$ cat src/rtl/seg_pipe_adder.sv
`default_nettype none
// ============================================================================
// Module      : seg_pipe_adder
// Description : Segmented pipelined adder/subtractor. One SEG-bit ripple
//               segment per stage, carry registered between stages, with
//               valid/ready flow control and signed-overflow reporting.
// Revision    : 1.0 - initial release
// ============================================================================
module seg_pipe_adder #(
    parameter int WIDTH = 16,
    parameter int SEG   = 4
) (
    input  logic             clk,
    input  logic             rst_n,
    input  logic             in_valid,
    output logic             in_ready,
    input  logic [WIDTH-1:0] a,
    input  logic [WIDTH-1:0] b,
    input  logic             ci,
    input  logic             sub,
    output logic             out_valid,
    input  logic             out_ready,
    output logic [WIDTH-1:0] s,
    output logic             co,
    output logic             ovf
);

    localparam int STAGES = WIDTH / SEG;

    // r_x carries finished sum bits below the current segment and untouched
    // A bits above it; r_y carries the full effective B operand.
    logic [WIDTH-1:0]  r_x [STAGES];
    logic [WIDTH-1:0]  r_y [STAGES];
    logic [STAGES-1:0] r_c;
    logic [STAGES-1:0] r_v;
    logic              r_cmsb;

    logic [WIDTH-1:0]  w_x_in  [STAGES];
    logic [WIDTH-1:0]  w_y_in  [STAGES];
    logic [WIDTH-1:0]  w_x_out [STAGES];
    logic [SEG:0]      w_seg   [STAGES];
    logic [STAGES-1:0] w_c_in;
    logic [STAGES-1:0] w_c_out;
    logic              w_cmsb;
    logic              w_adv;

    always_comb begin
        w_c_in    = '0;
        w_c_out   = '0;
        w_x_in[0] = a;
        w_y_in[0] = sub ? ~b : b;
        w_c_in[0] = ci ^ sub;
        for (int k = 1; k < STAGES; k++) begin
            w_x_in[k] = r_x[k-1];
            w_y_in[k] = r_y[k-1];
            w_c_in[k] = r_c[k-1];
        end
        for (int k = 0; k < STAGES; k++) begin
            w_seg[k] = {1'b0, w_x_in[k][k*SEG +: SEG]}
                     + {1'b0, w_y_in[k][k*SEG +: SEG]}
                     + {{SEG{1'b0}}, w_c_in[k]};
            w_x_out[k]                 = w_x_in[k];
            w_x_out[k][k*SEG +: SEG]   = w_seg[k][SEG-1:0];
            w_c_out[k]                 = w_seg[k][SEG];
        end
        // Carry into the MSB recovered from the MSB's own sum equation.
        w_cmsb = w_x_in[STAGES-1][WIDTH-1] ^ w_y_in[STAGES-1][WIDTH-1]
               ^ w_x_out[STAGES-1][WIDTH-1];
    end

    assign w_adv = ~r_v[STAGES-1] | out_ready;

    always_ff @(posedge clk or negedge rst_n) begin
        if (!rst_n) begin
            for (int k = 0; k < STAGES; k++) begin
                r_x[k] <= '0;
                r_y[k] <= '0;
            end
            r_c    <= '0;
            r_v    <= '0;
            r_cmsb <= 1'b0;
        end else if (w_adv) begin
            for (int k = 0; k < STAGES; k++) begin
                r_x[k] <= w_x_out[k];
                r_y[k] <= w_y_in[k];
            end
            r_v[0] <= in_valid;
            for (int k = 1; k < STAGES; k++) begin
                r_v[k] <= r_v[k-1];
            end
            r_c    <= w_c_out;
            r_cmsb <= w_cmsb;
        end
    end

    assign in_ready  = w_adv;
    assign out_valid = r_v[STAGES-1];
    assign s         = r_x[STAGES-1];
    assign co        = r_c[STAGES-1];
    assign ovf       = r_c[STAGES-1] ^ r_cmsb;

endmodule
`default_nettype wire

$ cat config.mk
export PLATFORM = sky130hd
export DESIGN_NAME = seg_pipe_adder
export DESIGN_NICKNAME = d
export VERILOG_FILES = /design/src/rtl/seg_pipe_adder.sv
export SDC_FILE = /design/constraint.sdc
export NUM_CORES = 1
export LEC_CHECK = 0
export BUFFER_PORTS_ARGS = -buffer_cell sky130_fd_sc_hd__buf_2
export CAP_MARGIN = 10
export CELL_PAD_IN_SITES_DETAIL_PLACEMENT = 1
export CELL_PAD_IN_SITES_GLOBAL_PLACEMENT = 2
export CORE_ASPECT_RATIO = 0.6
export CORE_MARGIN = 5
export CORE_UTILIZATION = 37
export CTS_BUF_LIST = sky130_fd_sc_hd__clkbuf_8
export DETAILED_ROUTE_END_ITERATION = 8
export PLACE_DENSITY_LB_ADDON = 0.12
export SYNTH_ARGS = -nofsm -noshare
export SYNTH_HDL_FRONTEND = slang
export SYNTH_SLANG_ARGS = --single-unit
$ cat constraint.sdc
create_clock -name clk -period 1.85 [get_ports clk]
set_input_delay 0.185 -clock clk [delete_from_list [all_inputs] [get_ports clk]]
set_output_delay 0.185 -clock clk [all_outputs]
set_load 0.02 [all_outputs]
Word level (Yosys, flattened, before mapping)

Cells that the tools add are included.

Word-level logic and storage cells: 26
Output and inout port bits: 20
Register bits: 121

$add $sub $neg: 8
Bitwise gates (word level): 7
Multiplexer cells: 1

Operators by type and width:

| kind                 | number |
|---|---|
| adder 4 x 4 -> 5 bit | 4 |
| adder 5 x 1 -> 5 bit | 4 |
| two-way mux 16 bit   | 1 |
| NOT 16 bit           | 1 |
| XOR 1 bit            | 4 |
| NOT 1 bit            | 1 |
| bitwise OR 1 bit     | 1 |

Longest topological paths before layout

Gate-level depths: netlist (run 1).

Depth after elaboration: 4
Gate-level depth with buffers: 8
Gate-level depth less buffers: 8

Least setup slack after synthesis (run 1)

OpenSTA, ideal clock, no wires.

Path kind: input-to-reg
Start point: input port sub
End point: register r_c[0]
Buffers on the path: 2
Stages on the path: 8
Data arrival time: 1.834 ns
Setup slack: -0.116 ns
Library setup time: 0.131 ns
Cell sequence: buf_4 buf_6 xor2_1 fa_1 fa_1 a21o_1 a21oi_1 a21oi_1

Longest elaborated chain between the ends: 3
Elaborated cells between the ends (all ways): 4

Ends and longest elaborated chain:

| item                     | line | source |
|---|---|---|
| from (decl)              | 20   | `input logic sub,` |
| two-way mux 16 bit       | 51   | `w_y_in[0] = sub ? ~b : b;` |
| adder 4 x 4 -> 5 bit     | 60   | `+ {1'b0, w_y_in[k][k*SEG +: SEG]}` |
| adder 5 x 1 -> 5 bit (*) | 61   | `+ {{SEG{1'b0}}, w_c_in[k]};` |
| to (signal assigned)     | 91   | `r_c <= w_c_out;` |
| to (decl)                | 34   | `logic [STAGES-1:0] r_c;` |

Every way passes the cells marked *; elsewhere a longest branch is shown, timed or not.
A chain may end at the register's enable or synchronous reset.

Final worst setup path (run 1)

Start point: register r_x[40] (netlist bit)
End point: register r_c[2]

Longest elaborated chain between the ends: 2

Ends and longest elaborated chain:

| item                              | line | source |
|---|---|---|
| from (decl)                       | 32   | `logic [WIDTH-1:0] r_x [STAGES];` |
| from (signal, indexed assignment) | 84   | `r_x[k] <= w_x_out[k];` |
| adder 4 x 4 -> 5 bit              | 60   |  |
| adder 5 x 1 -> 5 bit              | 61   |  |

Every way passes these cells.

==> results of run 1 <==
-- critical path: cells and delay by family, from the launching register on --
kind                     cells  cell delay (ns)
adder cells (fa/ha/maj)      2             0.70
flip-flops                   1             0.41
AO/OA/AOI/OAI                2             0.27
buffers and inverters        1             0.10
AND/OR/NAND/NOR              1             0.06
-- timing repair --
action	4_1_cts	5_1_grt
resized for setup	0	2
hold buffers	4	0
setup endpoints to repair	0	1
endpoints found under the hold margin	31	0
-- synthesized netlist by cell type, types with 3 or more instances --
library cell | number | area share (%)
sky130_fd_sc_hd__nor2_1 | 11 | 0.94
sky130_fd_sc_hd__buf_2 | 18 | 2.0
sky130_fd_sc_hd__o21ai_0 | 16 | 1.8
sky130_fd_sc_hd__buf_4 | 17 | 2.9
sky130_fd_sc_hd__buf_6 | 4 | 1.0
sky130_fd_sc_hd__a21o_1 | 4 | 0.68
sky130_fd_sc_hd__a21oi_1 | 13 | 1.5
sky130_fd_sc_hd__nor2b_1 | 3 | 0.43
sky130_fd_sc_hd__fa_1 | 8 | 3.6
sky130_fd_sc_hd__nand2_1 | 214 | 18
sky130_fd_sc_hd__o21ai_1 | 9 | 1.0
sky130_fd_sc_hd__xnor2_1 | 13 | 2.6
sky130_fd_sc_hd__xor2_1 | 12 | 2.4
sky130_fd_sc_hd__ha_1 | 12 | 3.4
sky130_fd_sc_hd__dfrtp_1 | 97 | 55
sky130_fd_sc_hd__inv_1 | 11 | 0.94
-- state kept, by name (all words and copies together), names as in the netlist --
register,cells
r_y,24
r_x,48
r_c,4
s,16
r_cmsb,1
r_v,4
-- per-layer routing --
layer	share of wire (%)	track usage, %	vias up
met4	1.0	3.394	0
met5	0	0	-
met2	47	23.27	39
met3	3.6	3.741	10
met1	48	18.89	1478
li1	-	-	1529
-- how the worst max path moves through the flow --
stage	slack, ns	endpoint	from
floorplan	-0.01	r_c[0]	sub
global placement	0.1	r_c[0]	sub
detailed placement	0.06	r_x[51]	sub
CTS	0.09	in_ready	r_v[3]
global route	0.08	r_c[2]	r_x[40]
finish	0.18	r_c[2]	r_x[40]
-- power by group through the flow --
| stage | Clock (mW) | Sequential, mW | Combinational (mW) |
|---|---|---|---|
| after global placement | 0 | 3.61 | 3.06 |
| after floorplan | 0 | 3.51 | 2.49 |
| after global routing | 1.72 | 3.71 | 3.58 |
| after detailed placement | 0 | 3.65 | 3.19 |
| after CTS | 1.63 | 3.61 | 3.21 |
| final | 1.56 | 3.58 | 3.09 |
-- final cells by class --
cell class,count,area [um^2]
clock buffer,11,151.4
clock inverter,5,77.57
fill,1368,6467
inverter,12,47.55
multi-input combinational,322,1674
sequential,97,2427
tap,160,200.2
timing repair buffer,71,440.4
-- logic make-up after synthesis --
logic type	share of synthesized area, %
flops	55.11
xor+xnor	4.972
simple gates	20.23
buf+inv	6.989
compound gates	5.654
fa+ha+maj	7.045
-- stage by stage --
| stage | power [mW] | hold slack, ns | instance area (um^2) | setup slack, ns |
|---|---|---|---|---|
| after global placement | 6.674 | 0.1639 | 4747 | 0.09592 |
| final | 8.231 | 0.02263 | 5019 | 0.1809 |
| after detailed placement | 6.840 | 0.1649 | 4747 | 0.05790 |
| after floorplan | 6.006 | -0.1106 | 4409 | -0.01151 |
| after global routing | 9.006 | 0.009769 | 5019 | 0.07604 |
| after CTS | 8.449 | 0.002085 | 5016 | 0.08854 |
==> flow_summary_export.csv, run 1 <==
group,metric,value,unit
floorplan,die_height,94.51,um
global_routing,number_of_antenna_violations_at_the_first_check_in_global_routing,0,
worst_setup_path,cp_max_fo,2,
routing,dr.pass1.iters,4,
worst_setup_path,cp-start-kind,"flop",
clock_network,cts-root-to-sink-buffers,2,
placement,buffer_ports.inserted,57,
routing,postRouteAntennaNets,0,
run,max_cap_viol_count,0,
clock_network,clock-sinks,97,
layout,most-common-layout-cells,"214 x sky130_fd_sc_hd__nand2_1, 97 x sky130_fd_sc_hd__dfrtp_1, 56 x sky130_fd_sc_hd__buf_2",
worst_setup_path,critical_path.reg2reg.endpoint,"r_c[2]",
worst_setup_path,timing.critical_path.to_type,"flop",
floorplan,floorplan.die.width,150.9,um
worst_setup_path,reg2reg_depth,6,
worst_setup_path,critPathArrivalTime,1.89,ns
power_and_ir_drop,pwr-share-seq,43.5,%
hold_path,worst_hold_path_type,"input port to flop",
power_and_ir_drop,total_leakage_power,2.594,nW
sta,slew_viol_final,0,
routing,drt_drc_violations_left,0,
worst_setup_path,path_class,"flop to flop",
layout,utilization,43.69,%
sta,layout_min_cycle_time,1.669,ns
global_routing,grt_pass1_wl,16140,um
floorplan,dieArea,14260,um^2
sta,final_period_util,90.22,%
hold_path,hold_depth,3,
power_and_ir_drop,worst_vdd_drop,427.8,uV
sta,fin_setup_tns,0,ns
synthesis,netlist_instances,470,
routing,wl,9117,um
sta,final_hold_viol_count,0,
hold_path,holdPathEnd,"r_x[56]",
clock_network,cts_root_buf,"sky130_fd_sc_hd__clkbuf_8",
layout,mostFrequentLayoutCell,"sky130_fd_sc_hd__nand2_1",
sta,number_of_setup_violations_in_the_final_report,0,
layout,number_of_diodes_added_for_antenna_fixing,0,
placement,dp_hpwl,6455,um
power_and_ir_drop,cellInternalPower,5.121,mW
global_routing,grt_overflow,0,
routing,num_vias,3056,
sta,unrepaired_setup_endpoints_after_global_routing,"no",
worst_setup_path,r2r_slack,0.18,ns
synthesis,postSynth.topFlopCell,"sky130_fd_sc_hd__dfrtp_1",
synthesis,synthesis.area_per_instance,9.371,um^2
layout,final_cells,678,
layout,drive_gt1_share,16.80,%
synthesis,synth.distinct_cells,24,
worst_setup_path,crit_required,2.07,ns
global_routing,grt_max_degree,81,
clock_network,clk_pin_slew,0.09,ns
sta,max_clock_freq,599.1,MHz
synthesis,postSynthRegisterBits,97,
clock_network,cts-htree-levels,3,
synthesis,synth_edf_count,0,
clock_network,clkLatencyLatePin,0.36,ns
global_routing,first_global_vias,3277,
synthesis,synth.yosys.warnings,0,
floorplan,io_pins,58,
routing,first_iter_violations,94,
floorplan,placeableCoreArea,11490,um^2
power_and_ir_drop,p_sw_share,37.78,%
sta,timing_worst_slew_pin_value,0.4430,ns
worst_setup_path,rr_startpoint,"r_x[40]",
worst_setup_path,cp_slowest_cell,"sky130_fd_sc_hd__fa_1",
outcome,status,"finished clean",
power_and_ir_drop,power.share.combinational,37.5,%
layout,area_delta_synth_final,13.95,%
clock_network,numCtsBuffers,9,
worst_setup_path,crit_top_cell,"sky130_fd_sc_hd__fa_1",
power_and_ir_drop,p_per_area,1640,nW/um^2
synthesis,syn-cell-area,4404,um^2
power_and_ir_drop,clock_network_power_share,19.0,%
sta,clock_skew,0.009965,ns
synthesis,synth_fp_nets,528,
clock_network,post-cts-setup-buffer-count,0,
floorplan,rows,30,
hold_path,min-delay-start,"a[8]",
placement,dpl.cell_count,658,
sta,slew_headroom,70.47,%
layout,number_of_nets_in_the_layout,571,
synthesis,fraction_of_registers_with_async_set_reset,100.0,%
worst_setup_path,path_cells,"fa_1, inv_1, fa_1, nor2b_1, o21ai_0, a22oi_1",
routing,post_drt_wl_per_cell,13.45,um
clock_network,cts_tree,"yes",
synthesis,yosysSeqAreaShare,55.11,%
placement,gp_congestion,0.8012,
worst_setup_path,crit_path_max_incr_delay,0.47,ns
routing,via_per_inst,4.507,
power_and_ir_drop,netSwitchingPower,3.109,mW
global_routing,grt_usage,14.18,%
floorplan,initial_utilization,38.34,%
(Power assumes the default switching activity.)
==> run 2, diff against run 1 <==
Settings changed: CTS_CLUSTER_SIZE set to 28, REMOVE_ABC_BUFFERS set to 1.
==> run 2 against run 1 <==
  * Combinational power down 2%
  * Core utilization fell by 0.12 points
  * Non-clock buffer count grew 3
  * Setup slack better by 0.0041 ns
  * Count of clock-buffer cells in the layout unchanged
  * Die area is the same
  * Cell count up 0.29%
  * Power is 3.4% lower
  * Largest power group unchanged
==> flow_summary_export.csv, run 2 (synthesis results as in run 1) <==
group,metric,value,unit
routing,first_iter_violations,133,
sta,slew_viol_final,0,
layout,max_flop_register,"r_x",
floorplan,die_height,94.51,um
layout,utilization,43.57,%
clock_network,clock-sinks,97,
power_and_ir_drop,finalPower,7.954,mW
placement,dpl.cell_count,659,
layout,fillers,1383,
global_routing,grt_pass1_wl,15570,um
global_routing,grt_max_degree,77,
sta,unrepaired_setup_endpoints_after_global_routing,"no",
floorplan,floorplan.die.width,150.9,um
sta,final_period_util,90.00,%
clock_network,cts-root-to-sink-buffers,2,
routing,post_drt_wl_per_cell,12.90,um
floorplan,dieArea,14260,um^2
clock_network,numCtsBuffers,9,
clock_network,cts_tree,"yes",
sta,slew_headroom,75.61,%
power_and_ir_drop,worst_vdd_drop,406.5,uV
layout,area_delta_synth_final,13.64,%
sta,number_of_setup_violations_in_the_final_report,0,
global_routing,first_global_vias,3242,
worst_setup_path,cp_max_fo,2,
worst_setup_path,crit_required,2.09,ns
power_and_ir_drop,total_leakage_power,2.600,nW
layout,drive_gt1_share,16.15,%
routing,wl,8774,um
layout,flip_flop_count_of_the_largest_register_all_copies_and_words_added,48,
routing,dr.pass1.iters,4,
layout,number_of_diodes_added_for_antenna_fixing,0,
worst_setup_path,path_class,"flop to flop",
layout,most-common-layout-cells,"214 x sky130_fd_sc_hd__nand2_1, 97 x sky130_fd_sc_hd__dfrtp_1, 56 x sky130_fd_sc_hd__buf_2",
routing,drt_drc_violations_left,0,
routing,via_per_inst,4.438,
clock_network,cts-htree-levels,3,
sta,timing_worst_slew_pin_value,0.3653,ns
floorplan,rows,30,
global_routing,grt_usage,13.87,%
sta,final_hold_viol_count,0,
worst_setup_path,cp-start-kind,"flop",
power_and_ir_drop,p_per_area,1589,nW/um^2
layout,number_of_nets_in_the_layout,574,
sta,clock_skew,0.01167,ns
floorplan,initial_utilization,38.34,%
clock_network,cts_root_buf,"sky130_fd_sc_hd__clkbuf_8",
placement,dp_hpwl,6135,um
layout,final_cells,680,
clock_network,clkLatencyLatePin,0.36,ns
worst_setup_path,timing.critical_path.to_type,"flop",
placement,gp_congestion,0.7265,
floorplan,io_pins,58,
clock_network,clk_pin_slew,0.09,ns
placement,buffer_ports.inserted,57,
sta,max_clock_freq,600.6,MHz
routing,postRouteAntennaNets,0,
routing,num_vias,3018,
outcome,status,"finished clean",
global_routing,number_of_antenna_violations_at_the_first_check_in_global_routing,0,
worst_setup_path,critPathArrivalTime,1.90,ns
hold_path,worst_hold_path_type,"input port to flop",
run,max_cap_viol_count,0,
global_routing,grt_overflow,0,
sta,layout_min_cycle_time,1.665,ns
floorplan,placeableCoreArea,11490,um^2
layout,mostFrequentLayoutCell,"sky130_fd_sc_hd__nand2_1",
sta,final.hold.worst_slack,0.01897,ns
sta,fin_setup_tns,0,ns
==> run 2: cell types whose count changed in the layout (fill, tap and decap cells not counted), sizes merged <==
cell,delta
dlygate4sd3,+2
buf,+1
bufinv,-1
clkinvlp,-1
inv,+1
==> run 2: final timing paths <==
kind / slack (ns) / end / cells past startpoint / from
min reg2reg: 0.46 / s[8] / 2 / s[8]
max in group asynchronous: 1.02 / r_y[55] / 3 / rst_n
max reg2reg: 0.18 / r_x[27] / 5 / r_x[40]
min in group asynchronous: 0.26 / s[8] / 2 / rst_n
max: 0.18 / r_x[27] / 5 / r_x[40]
min: 0.02 / r_x[56] / 3 / a[8]
==> run 2: report_power, final <==
part	switching, mW	internal [mW]
clock network	0.696	0.683
logic	1.81	1.21
registers	0.494	3.06
total	3.00	4.96
==> run 2: worst max-delay path, stage by stage (launching register included) <==
cell                      delay [ns]
sky130_fd_sc_hd__dfrtp_1        0.41
sky130_fd_sc_hd__fa_1           0.49
sky130_fd_sc_hd__a21o_1         0.24
sky130_fd_sc_hd__a21oi_1        0.18
sky130_fd_sc_hd__xor2_1         0.15
sky130_fd_sc_hd__o21ai_0        0.08
==> run 2: area by class of cell <==
cell class                      instances  area (um^2)  area share [%]
Tap cell                              160        200.2           4.000
Multi-Input combinational cell        322         1669           33.35
Inverter                               12        45.04          0.9000
Clock buffer                           11        151.4           3.025
Clock inverter                          4        43.79          0.8750
Timing Repair Buffer                   74        467.9           9.350
Sequential cell                        97         2427           48.50
==> run 2: metrics by stage <==
| stage | area (um^2) | setup WS (ns) |
|---|---|---|
| 6_report | 5005 | 0.1850 |
| 5_1_grt | 5005 | 0.05435 |
| 4_1_cts | 5005 | 0.1764 |
| 3_5_place_dp | 4750 | -0.04469 |
| 3_3_place_gp | 4750 | -0.01321 |
| 2_1_floorplan | 4141 | -1.064 |
==> run 2: routing by layer <==
layer | part of all wire (%) | up-vias | GRT usage, %
li1 | - | 1528 | -
met1 | 50 | 1443 | 18.21
met2 | 46 | 40 | 22.75
met3 | 3.9 | 7 | 3.933
met4 | 0.75 | 0 | 3.620
met5 | 0 | - | 0
==> run 2: repair_timing <==
item | 4_1_cts | 5_1_grt
hold endpoints to repair | 26 | 0
gates resized for setup | 0 | 0
hold buffers | 6 | 0
setup buffers | 0 | 0
==> run 3, diff against run 2 <==
Settings changed: BUFFER_PORTS_ARGS -buffer_cell sky130_fd_sc_hd__buf_2 to -buffer_cell sky130_fd_sc_hd__buf_4.
==> run 3 against run 2 <==
  * Maximum frequency hardly changed
  * Routed wire length down 1.8%
  * First-iteration DRC count up 22%
  * Core utilization grew 1.6 points
==> flow_summary_export.csv, run 3 (synthesis results as in run 1) <==
group,metric,value,unit
outcome,status,"finished clean",
power_and_ir_drop,p_sw_share,36.85,%
global_routing,grt_max_degree,101,
floorplan,io_pins,58,
layout,postLayoutCellArea,5192,um^2
clock_network,cts_tree,"yes",
clock_network,cts-htree-levels,3,
routing,num_vias,3003,
global_routing,grt_usage,13.14,%
power_and_ir_drop,pwr-share-seq,43.9,%
hold_path,holdPathEnd,"r_x[62]",
clock_network,cts_root_buf,"sky130_fd_sc_hd__clkbuf_8",
sta,final_hold_viol_count,0,
worst_setup_path,rr_startpoint,"r_x[40]",
layout,drive_gt1_share,15.33,%
routing,dr.pass1.iters,4,
worst_setup_path,timing.critical_path.to_type,"output pin",
clock_network,clock-sinks,97,
global_routing,first_global_vias,3221,
layout,most-common-layout-cells,"214 x sky130_fd_sc_hd__nand2_1, 97 x sky130_fd_sc_hd__dfrtp_1, 60 x sky130_fd_sc_hd__buf_4",
sta,final_period_util,89.99,%
routing,drt_drc_violations_left,0,
floorplan,initial_utilization,38.34,%
clock_network,numCtsBuffers,9,
worst_setup_path,critPathArrivalTime,1.48,ns
worst_setup_path,cp_max_fo,31,
sta,unrepaired_setup_endpoints_after_global_routing,"no",
sta,max_clock_freq,600.7,MHz
hold_path,min-delay-start,"a[14]",
power_and_ir_drop,worst_vdd_drop,536.6,uV
routing,first_iter_violations,162,
clock_network,clk_pin_slew,0.09,ns
routing,postRouteAntennaNets,0,
power_and_ir_drop,p_per_area,1566,nW/um^2
worst_setup_path,critical_path.reg2reg.endpoint,"r_x[27]",
global_routing,grt_pass1_wl,14910,um
sta,slew_viol_final,0,
layout,fillers,1359,
layout,number_of_diodes_added_for_antenna_fixing,0,
floorplan,floorplan.die.width,150.9,um
layout,flip_flop_count_of_the_largest_register_all_copies_and_words_added,48,
global_routing,number_of_antenna_violations_at_the_first_check_in_global_routing,0,
power_and_ir_drop,power.share.combinational,38.5,%
clock_network,post-cts-setup-buffer-count,0,
run,max_cap_viol_count,0,
sta,clock_skew,0.009973,ns
sta,layout_min_cycle_time,1.665,ns
hold_path,worst_hold_path_type,"input port to flop",
clock_network,cts-root-to-sink-buffers,2,
sta,number_of_setup_violations_in_the_final_report,0,
layout,mostFrequentLayoutCell,"sky130_fd_sc_hd__nand2_1",
layout,number_of_nets_in_the_layout,575,
floorplan,placeableCoreArea,11490,um^2
sta,slew_headroom,70.08,%
floorplan,die_height,94.51,um
hold_path,hold_depth,3,
power_and_ir_drop,finalPower,8.132,mW
power_and_ir_drop,cellInternalPower,5.135,mW
floorplan,rows,30,
power_and_ir_drop,netSwitchingPower,2.997,mW
power_and_ir_drop,clock_network_power_share,17.6,%
sta,final.hold.worst_slack,0.02694,ns
placement,dpl-instance-area,4872,um^2
routing,post_drt_wl_per_cell,12.63,um
power_and_ir_drop,total_leakage_power,2.662,nW
placement,gp_congestion,0.7038,
worst_setup_path,path_class,"flop to output pin",
global_routing,grt_overflow,0,
worst_setup_path,crit_required,1.66,ns
sta,timing_worst_slew_pin_value,0.4488,ns
routing,wl,8615,um
placement,dp_hpwl,5696,um
worst_setup_path,reg2reg_depth,5,
floorplan,dieArea,14260,um^2
clock_network,clkLatencyLatePin,0.36,ns
layout,max_flop_register,"r_x",
worst_setup_path,cp-start-kind,"flop",
placement,buffer_ports.inserted,57,
layout,area_delta_synth_final,17.90,%
worst_setup_path,r2r_slack,0.20,ns
routing,via_per_inst,4.403,
[run 3: cell count changes in the layout (fill, tap and decap cells not counted), sizes merged]
| cell | before | now |
|---|---|---|
| dlygate4sd3 | 6 | 11 |
| inv | 13 | 14 |
| clkbuf | 11 | 12 |
| buf | 68 | 64 |
| clkinv | 2 | 1 |
[run 3: cell type report]
class	count	area (um^2)	share of cell area (%)
multi-input combinational	322	1669	32.14
tap	160	200.2	3.855
clock inverter	4	42.54	0.8193
inverter	12	47.55	0.9157
sequential	97	2427	46.75
clock buffer	12	165.2	3.181
timing repair buffer	75	640.6	12.34
[run 3: critical path: stages (launching register included)]
cell and delay, ns:
sky130_fd_sc_hd__dfrtp_1 0.40, sky130_fd_sc_hd__nor2b_4 0.15, sky130_fd_sc_hd__inv_4 0.17, sky130_fd_sc_hd__buf_12 0.21, sky130_fd_sc_hd__buf_4 0.16
[run 3: metrics by stage]
stage	setup TNS [ns]	instances	utilization, %	setup slack (ns)
after floorplan	-82.74	431	-	-1.064
after global placement	0	655	42.42	0.0009026
after detailed placement	-0.01184	655	42.42	-0.01184
after CTS	0	682	45.19	0.03549
after global routing	0	682	45.21	0.09525
final	0	682	45.21	0.1852
[run 3: worst max path at each step]
stage	from	to	slack, ns
global placement	sub	r_c[0]	0.0009
CTS	r_v[3]	in_ready	0.04
finish	r_v[3]	in_ready	0.19
detailed placement	sub	r_c[0]	-0.01
floorplan	r_v[3]	r_x[28]	-1.06
global route	r_x[28]	r_c[3]	0.1
[run 3: timing repair]
action	in CTS	in global routing
endpoints found under the setup margin	0	1
endpoints found under the hold margin	25	0
hold buffers	11	0
resized for setup	0	2
[run 3: metal layers]
layer,GRT usage [%],up-vias,wire [um],part of all wire [%]
met4,4.072,0,92,1.1
li1,-,1527,-,-
met1,16.64,1427,4199,49
met5,0,-,0,0
met3,3.933,10,307,3.6
met2,21.82,39,4016,47
[run 3: power by group through the flow]
stage	clock network [mW]	logic, mW	registers [mW]
after detailed placement	0	3.19	3.63
after CTS	1.51	3.22	3.59
after global placement	0	3.10	3.59
after global routing	1.59	3.63	3.69
final	1.44	3.13	3.57
after floorplan	0	1.88	3.75
